`config.mk`:
```
export PLATFORM = sky130hd
export DESIGN_NAME = mem_port_arbiter
export DESIGN_NICKNAME = d
export VERILOG_FILES = /design/src/rtl/mem_arb_pkg.sv /design/src/rtl/arb_pick.sv /design/src/rtl/mem_port_arbiter.sv
export SDC_FILE = /design/constraint.sdc
export NUM_CORES = 1
export LEC_CHECK = 0
export BUFFER_PORTS_ARGS = -buffer_cell sky130_fd_sc_hd__buf_4
export CAP_MARGIN = 20
export CORE_MARGIN = 8
export CORE_UTILIZATION = 25
export CTS_CLUSTER_SIZE = 12
export DETAILED_ROUTE_END_ITERATION = 16
export GPL_TIMING_DRIVEN = 0
export PLACE_DENSITY = 0.68
export SLEW_MARGIN = 20
export SYNTH_ARGS = -nofsm -noshare
export SYNTH_HDL_FRONTEND = slang
export SYNTH_HIERARCHICAL = 1
export SYNTH_SLANG_ARGS = --single-unit
```
`constraint.sdc`:
```
create_clock -name clk -period 2.9 [get_ports clk]
set_input_delay 0.145 -clock clk [delete_from_list [all_inputs] [get_ports clk]]
set_output_delay 0.145 -clock clk [all_outputs]
set_load 0.005 [all_outputs]
```
`src/rtl/mem_arb_pkg.sv`:
```
// Shared types and constants for the single-port memory arbiter.
package mem_arb_pkg;

  localparam int unsigned MEM_LAT_MAX = 7;
  localparam logic [2:0]  FETCH_FUNCT3 = 3'b010;

  typedef enum logic [1:0] {OWN_NONE, OWN_IF, OWN_D} owner_e;
  typedef enum logic [1:0] {IDLE, BUSY, LAST} state_e;

  // The latency countdown doubles as the state encoding.
  function automatic state_e cnt_to_state(input logic [2:0] cnt);
    if (cnt == 3'd0) begin
      return IDLE;
    end else if (cnt == 3'd1) begin
      return LAST;
    end
    return BUSY;
  endfunction

endpackage

```
`src/rtl/arb_pick.sv`:
```
// Two-way combinational pick between fetch and data; prio_d_i breaks ties.
module arb_pick (
  input  logic req_if_i,
  input  logic req_d_i,
  input  logic prio_d_i,
  output logic gnt_if_o,
  output logic gnt_d_o
);

  always_comb begin
    gnt_d_o  = req_d_i & (prio_d_i | ~req_if_i);
    gnt_if_o = req_if_i & ~gnt_d_o;
  end

endmodule

```
`src/rtl/mem_port_arbiter.sv`:
```
// Shares one fixed-latency memory port between fetch and data requesters.
// Define MEM_ARB_RR_EN for round-robin tie-breaking instead of fixed D-over-IF priority.
module mem_port_arbiter
  import mem_arb_pkg::*;
#(
  parameter int unsigned ADDR_W  = 9,
  parameter int unsigned DATA_W  = 32,
  parameter int unsigned MEM_LAT = 2
) (
  input  logic              clk,
  input  logic              reset,
  input  logic              if_req,
  input  logic [ADDR_W-1:0] if_addr,
  output logic              if_gnt,
  output logic              if_rvalid,
  output logic [DATA_W-1:0] if_rdata,
  input  logic              d_req,
  input  logic              d_we,
  input  logic [2:0]        d_funct3,
  input  logic [ADDR_W-1:0] d_addr,
  input  logic [DATA_W-1:0] d_wdata,
  output logic              d_gnt,
  output logic              d_rvalid,
  output logic [DATA_W-1:0] d_rdata,
  output logic              mem_en,
  output logic              mem_we,
  output logic [2:0]        mem_funct3,
  output logic [ADDR_W-1:0] mem_addr,
  output logic [DATA_W-1:0] mem_wdata,
  input  logic [DATA_W-1:0] mem_rdata,
  output logic              busy
);

  localparam logic [2:0] LatCnt = 3'(MEM_LAT);

  logic [2:0]  cnt_q, cnt_d;
  owner_e      owner_q, owner_d;
  logic        we_q, we_d;
  state_e      state;
  logic        can_grant;
  logic        prio_d;
  logic        pick_if, pick_d;
  logic        rsp_valid;
  logic [DATA_W-1:0] rsp_data;

  assign state     = cnt_to_state(cnt_q);
  // No grants while reset is high so an accepted command is never silently dropped.
  assign can_grant = ~reset & (state != BUSY);
  assign busy      = (cnt_q != 3'd0);

`ifdef MEM_ARB_RR_EN
  logic last_d_q;

  assign prio_d = ~last_d_q;

  always_ff @(posedge clk) begin
    if (reset) begin
      last_d_q <= 1'b0;
    end else if (pick_if | pick_d) begin
      last_d_q <= pick_d;
    end
  end
`else
  assign prio_d = 1'b1;
`endif

  arb_pick u_pick (
    .req_if_i (if_req & can_grant),
    .req_d_i  (d_req & can_grant),
    .prio_d_i (prio_d),
    .gnt_if_o (pick_if),
    .gnt_d_o  (pick_d)
  );

  always_comb begin
    if_gnt     = 1'b0;
    d_gnt      = 1'b0;
    mem_en     = 1'b0;
    mem_we     = 1'b0;
    mem_funct3 = 3'b000;
    mem_addr   = '0;
    mem_wdata  = '0;
    owner_d    = owner_q;
    we_d       = we_q;
    cnt_d      = (cnt_q != 3'd0) ? cnt_q - 3'd1 : 3'd0;

    if (pick_d) begin
      d_gnt      = 1'b1;
      mem_en     = 1'b1;
      mem_we     = d_we;
      mem_funct3 = d_funct3;
      mem_addr   = d_addr;
      mem_wdata  = d_wdata;
      owner_d    = OWN_D;
      we_d       = d_we;
      cnt_d      = LatCnt;
    end else if (pick_if) begin
      if_gnt     = 1'b1;
      mem_en     = 1'b1;
      mem_funct3 = FETCH_FUNCT3;
      mem_addr   = if_addr;
      owner_d    = OWN_IF;
      we_d       = 1'b0;
      cnt_d      = LatCnt;
    end else if (state == LAST) begin
      owner_d = OWN_NONE;
    end
  end

  // Response is owned by the transaction in LAST; reset suppresses it.
  always_comb begin
    rsp_valid = (state == LAST) & ~reset;
    rsp_data  = we_q ? '0 : mem_rdata;
    if_rvalid = 1'b0;
    if_rdata  = '0;
    d_rvalid  = 1'b0;
    d_rdata   = '0;
    if (rsp_valid && owner_q == OWN_IF) begin
      if_rvalid = 1'b1;
      if_rdata  = rsp_data;
    end
    if (rsp_valid && owner_q == OWN_D) begin
      d_rvalid = 1'b1;
      d_rdata  = rsp_data;
    end
  end

  always_ff @(posedge clk) begin
    if (reset) begin
      cnt_q   <= 3'd0;
      owner_q <= OWN_NONE;
      we_q    <= 1'b0;
    end else begin
      cnt_q   <= cnt_d;
      owner_q <= owner_d;
      we_q    <= we_d;
    end
  end

endmodule
```
Yosys cells after proc, flatten, opt, wreduce, memory -nomap -nowiden
Index checks and enable logic that the tools add are counted.

Register bits after elaboration: 6. Input port bits: 90.

Reduce and logical (&&, ||, !) cells: 9. $add $sub $neg: 1. Eq/ne operators: 5. Bitwise logic cells: 8. Muxes and demuxes: 28.

Operators with widths (number): $mux 32 (4); $mux 2 (10); $mux 9 (2); $mux 1 (11); $reduce_bool 3->1 (2); $and 1x1->1 (5); $eq 2x2->1 const B (2); $reduce_bool 2->1 (2); $reduce_or 4->1 (1); $eq 3x1->1 const B (1); $logic_not 3->1 (1); $mux 3 (1); $not 1->1 (3); $sub 3x1->3 const B (1); $eq 2x1->1 const B (1); $logic_and 1x1->1 (2); $ne 2x1->1 const B (1); $reduce_or 2->1 (1).

Logic depth before layout (Yosys ltp)
Word-level depth: 11. Mapped depth: 8. Gate-level depth less buffers: 7.

Hierarchy
The synthesis kept the hierarchy.

Modules (own cells, without submodules): mem_port_arbiter (times used 1, cells an instance 205, area each 1436.4 um^2); arb_pick (times used 1, cells an instance 3, area each 18.8 um^2).

Worst setup path before layout
OpenSTA, ideal clock, no wires.

Kind: reg-to-output. From: reg cnt_q[0]. To: out mem_addr[0]. Data required time: 2755 ps. Arrival time: 2333 ps. Stages on the path, launching flop included: 9. Path slack: 422 ps. Buffers on the path: 3. Cells stage by stage: dfxtp_1 > or3b_1 > buf_2 > buf_6 > a211oi_1 > a21boi_0 > nor2b_1 > buf_1 > a22o_1.

Longest elaborated chain between the ends: 11. Elaborated cells on any way between the ends: 14.

Ends and longest elaborated chain: from (decl) (RTL line mem_port_arbiter.sv:36) `logic [2:0] cnt_q, cnt_d;`; from (signal assigned) (RTL line mem_port_arbiter.sv:134) `cnt_q <= cnt_d;`; $eq 3x1->1 (RTL line mem_arb_pkg.sv:14) `end else if (cnt == 3'd1) begin`; $mux 1 (RTL line mem_arb_pkg.sv:14); $mux 1 (RTL line mem_arb_pkg.sv:12) `if (cnt == 3'd0) begin`; $mux 2 (*) (RTL line mem_arb_pkg.sv:17) `return BUSY;`; $ne 2x1->1 (*) (RTL line mem_port_arbiter.sv:48) `assign can_grant = ~reset & (state != BUSY);`; $and 1x1->1 (*) (RTL line mem_port_arbiter.sv:48); $and 1x1->1 (RTL line mem_port_arbiter.sv:69) `.req_d_i (d_req & can_grant),`; $not 1->1 (RTL line arb_pick.sv:12) `gnt_if_o = req_if_i & ~gnt_d_o;`; $and 1x1->1 (*) (RTL line arb_pick.sv:12); via pick_if (RTL line mem_port_arbiter.sv:42) `logic pick_if, pick_d;`; $mux 9 (*) (RTL line mem_port_arbiter.sv:97) `end else if (pick_if) begin`; $mux 9 (*) (RTL line mem_port_arbiter.sv:87) `if (pick_d) begin`; to (decl) (RTL line mem_port_arbiter.sv:28) `output logic [ADDR_W-1:0] mem_addr,`.

Mark *: on every way through the listed nets, which the timed path passes. The rest lies on a longest branch.

Worst setup path in the final report
From: reg cnt_q[0]. To: out mem_addr[7].

Longest elaborated chain between the ends: 11. Elaborated cells on any way between the ends: 14.

Ends and longest elaborated chain (RTL line): $eq 3x1->1 (mem_arb_pkg.sv:14); $mux 1 (mem_arb_pkg.sv:14); $mux 1 (mem_arb_pkg.sv:12); $mux 2 (*) (mem_arb_pkg.sv:17); $ne 2x1->1 (*) (mem_port_arbiter.sv:48); $and 1x1->1 (*) (mem_port_arbiter.sv:48); $and 1x1->1 (mem_port_arbiter.sv:69); $not 1->1 (arb_pick.sv:12); $and 1x1->1 (arb_pick.sv:12); $mux 9 (mem_port_arbiter.sv:97); $mux 9 (*) (mem_port_arbiter.sv:87).

Mark *: on every way between the ends. The rest lies on a longest branch, timed or not.

==> metrics.md <==
| Metric | Value |
|---|---|
| Top FF cell, synth | dfxtp_1 |
| Unique masters post-synth | 32 |
| # diodes | 0 |
| Final min period | 2730 ps |
| CTS Root Cell | clkbuf_8 |
| Post-Synth XOR/XNOR Area | 0 |
| Hold-fix buffers, CTS | 0 |
| Post-synth top area share | 0.155 |
| Status | completed |
| Synth Area in Simple Gates | 0.654 |
| First-pass GRT wire length | 12,600 microns |
| Most common cell in the netlist | nor3_1 |
| Worst hold slack | 216 ps |
| WS Path Type | reg2out |
| Die X | 92.3 microns |
| Post-synthesis compound-gate area fraction | 0.102 |
| Worst VDD drop | 0.000304 V |
| CP startpoint kind | register |
| Syn Inst Count | 208 |
| DRT Wirelength | 8020 microns |
| Clock Skews | 1.33 ps |
| Core area | 5570 sq um |
| Worst-Skew Late Latency | 220 ps |
| Gpl congestion | 0.787 |
| #FFs+latches synth | 6 |
| Vias in the first global route | 2,455 |
| Power per Cell Area | 464 nW/um^2 |
| Post-DP HPWL | 6970 microns |
| Clk sinks | 6 |
| Fmax | 0.366 GHz |
| Worst EP arrival | 2590 ps |
| Layout cell share with drive strength beyond 1 | 0.617 |
| Initial DRC count | 64 |
| Post-Synth Adder-Cell Area | 0.00860 |
| Fillers | 534 |
| Main combinational cell family by area after synthesis | simple AND/OR/NAND/NOR gates |
| Total die area | 8520 sq um |
| Hold crit path type | in2reg |
| Non-filler cells, final | 490 |
| Post-synthesis mux area share | 0 |
| Final setup fails | 0 |
| Max Slew Vio Count | 0 |
| Area contributors post-synth | nor3_1, and2_1, nand2b_1, nor3_2, dfxtp_1 |
| Global Route Usage Sum | 0.178 |
| Final hold violations | 0 |
| Final Util | 0.571 |
| Ys Warns | 6 |
| Worst Setup End Kind | output port |
| Die height | 92.3 microns |
| Placed cells | 485 |
| Tcrit/Tclk final | 0.942 |
| Register area share after synthesis | 0.0825 |
| Synth cell count leaders | nor3_1, and2_1, nand2b_1 |
| Crit-path max FO | 10 |
| First drt pass iteration count | 4 |
| Row cnt | 27 |
| Async S/R FF share, synth | 0 |
| CTS buffer count | 3 |
| Largest net degree at the start of global routing | 11 |
| H-tree levels | 1 |
| Post-synth top area cell | nor3_1 |
| Area growth, synth to finish | 119% |
| Number of synthesized flops with an enable pin | 0 |
| Routed Antenna Nets | 0 |
| Leak pwr | 0.00161 uW |
| Final net count | 511 |
| Remaining DRCs | 0 |
| Required time worst endpoint | 2760 ps |
| Max-cap check violation count | 0 |
| Mean Syn Cell Area | 7.00 sq um |
| Clk buf depth | 2 |
| CTS tree | built |
| Initial antenna violation count | 0 |
| RSZ-0062 raised after global routing | false |
| Initial Utilization | 0.261 |
| IO Port Bufs | 204 |
| Post-Syn Area | 1460 sq um |
| Vias per Instance | 4.71 |
| Wire per inst | 16.4 microns |
| Reg clk slew, reported paths | 40 ps |
| Total grt overflow | 0 |
| Via count | 2,307 |
| I/O pins | 205 |
-- cells in the final DEF (no fill, tap or decap), types with 2 or more instances in the layout --
| master | count |
|---|---|
| or3b_2 | 4 |
| buf_4 | 207 |
| a21boi_4 | 2 |
| clkbuf_2 | 4 |
| nor3_1 | 45 |
| clkbuf_8 | 3 |
| a21oi_1 | 2 |
| buf_2 | 3 |
| nand2b_1 | 32 |
| clkbuf_1 | 7 |
| a22o_1 | 9 |
| inv_1 | 7 |
| dfxtp_1 | 6 |
| buf_6 | 7 |
| nor2_1 | 6 |
| buf_8 | 3 |
| and2_1 | 34 |
| nor3_2 | 19 |
| conb_1 | 2 |
-- logic make-up after synthesis --
family	count (synthesis)
AOI/OAI and AO/OA	19
and+or+nand+nor	148
DFF	6
adders and majority gates	1
other	1
buffers and inverters	33
-- layout make-up --
type / count / area [sq um] / share of cell area
tap: 72 / 90.1 / 0.0283
inverter: 7 / 26.3 / 0.00825
buffer: 26 / 200 / 0.0628
clock buffer: 3 / 41.3 / 0.0130
multi-input combinational: 170 / 1160 / 0.364
sequential: 6 / 120 / 0.0377
timing repair buffer: 206 / 1550 / 0.485
-- routing by layer --
layer / vias up / GRT usage / routed length (microns)
li1: 1129 / - / -
met1: 1037 / 0.168 / 2890
met2: 133 / 0.324 / 3920
met3: 8 / 0.0993 / 1100
met4: 0 / 0.0470 / 116
met5: - / 0 / 0
-- flip-flops by register name, summed over array words and instances (netlist names) --
register  count
owner_q       2
cnt_q         3
we_q          1
-- worst paths after layout --
check,slack (ps),cells past startpoint,to,start
worst max-delay path,170,10,mem_addr[7],cnt_q[0]
worst max register to register,540,7,cnt_q[0],cnt_q[0]
worst min register to register,490,1,cnt_q[0],cnt_q[0]
worst min-delay path,220,3,we_q,d_we
-- critical path: stages (launching register included) --
cell and delay (ps):
dfxtp_1 390, or3b_1 350, buf_2 150, buf_6 150, a211oi_2 350, a21boi_4 260, buf_4 150, nor2b_1 50
clkbuf_4 180, a22o_1 190, buf_4 130
-- through the flow --
stage / worst slack [ps] / TNS [ps] / power [uW] / cell area [sq um]
floorplan: 422 / 0 / 776 / 1460
global placement: -84.4 / -1260 / 1290 / 3080
detailed placement: -151 / -2650 / 1300 / 3080
CTS: 30.6 / 0 / 1470 / 3160
global route: 1.50 / 0 / 1610 / 3190
finish: 168 / 0 / 1480 / 3190
-- where the power goes --
part           internal [uW]  switching [uW]
clock network           89.2            36.4
registers                117            33.7
logic                    600             602
total                    806             672
-- timing repair --
| action | 4_1_cts | 5_1_grt |
|---|---|---|
| pin swaps | 0 | 0 |
| resized for setup | 7 | 10 |
| setup endpoints to repair | 40 | 44 |
| buffers inserted | 2 | 0 |
Power figures use the tool's default switching activity.
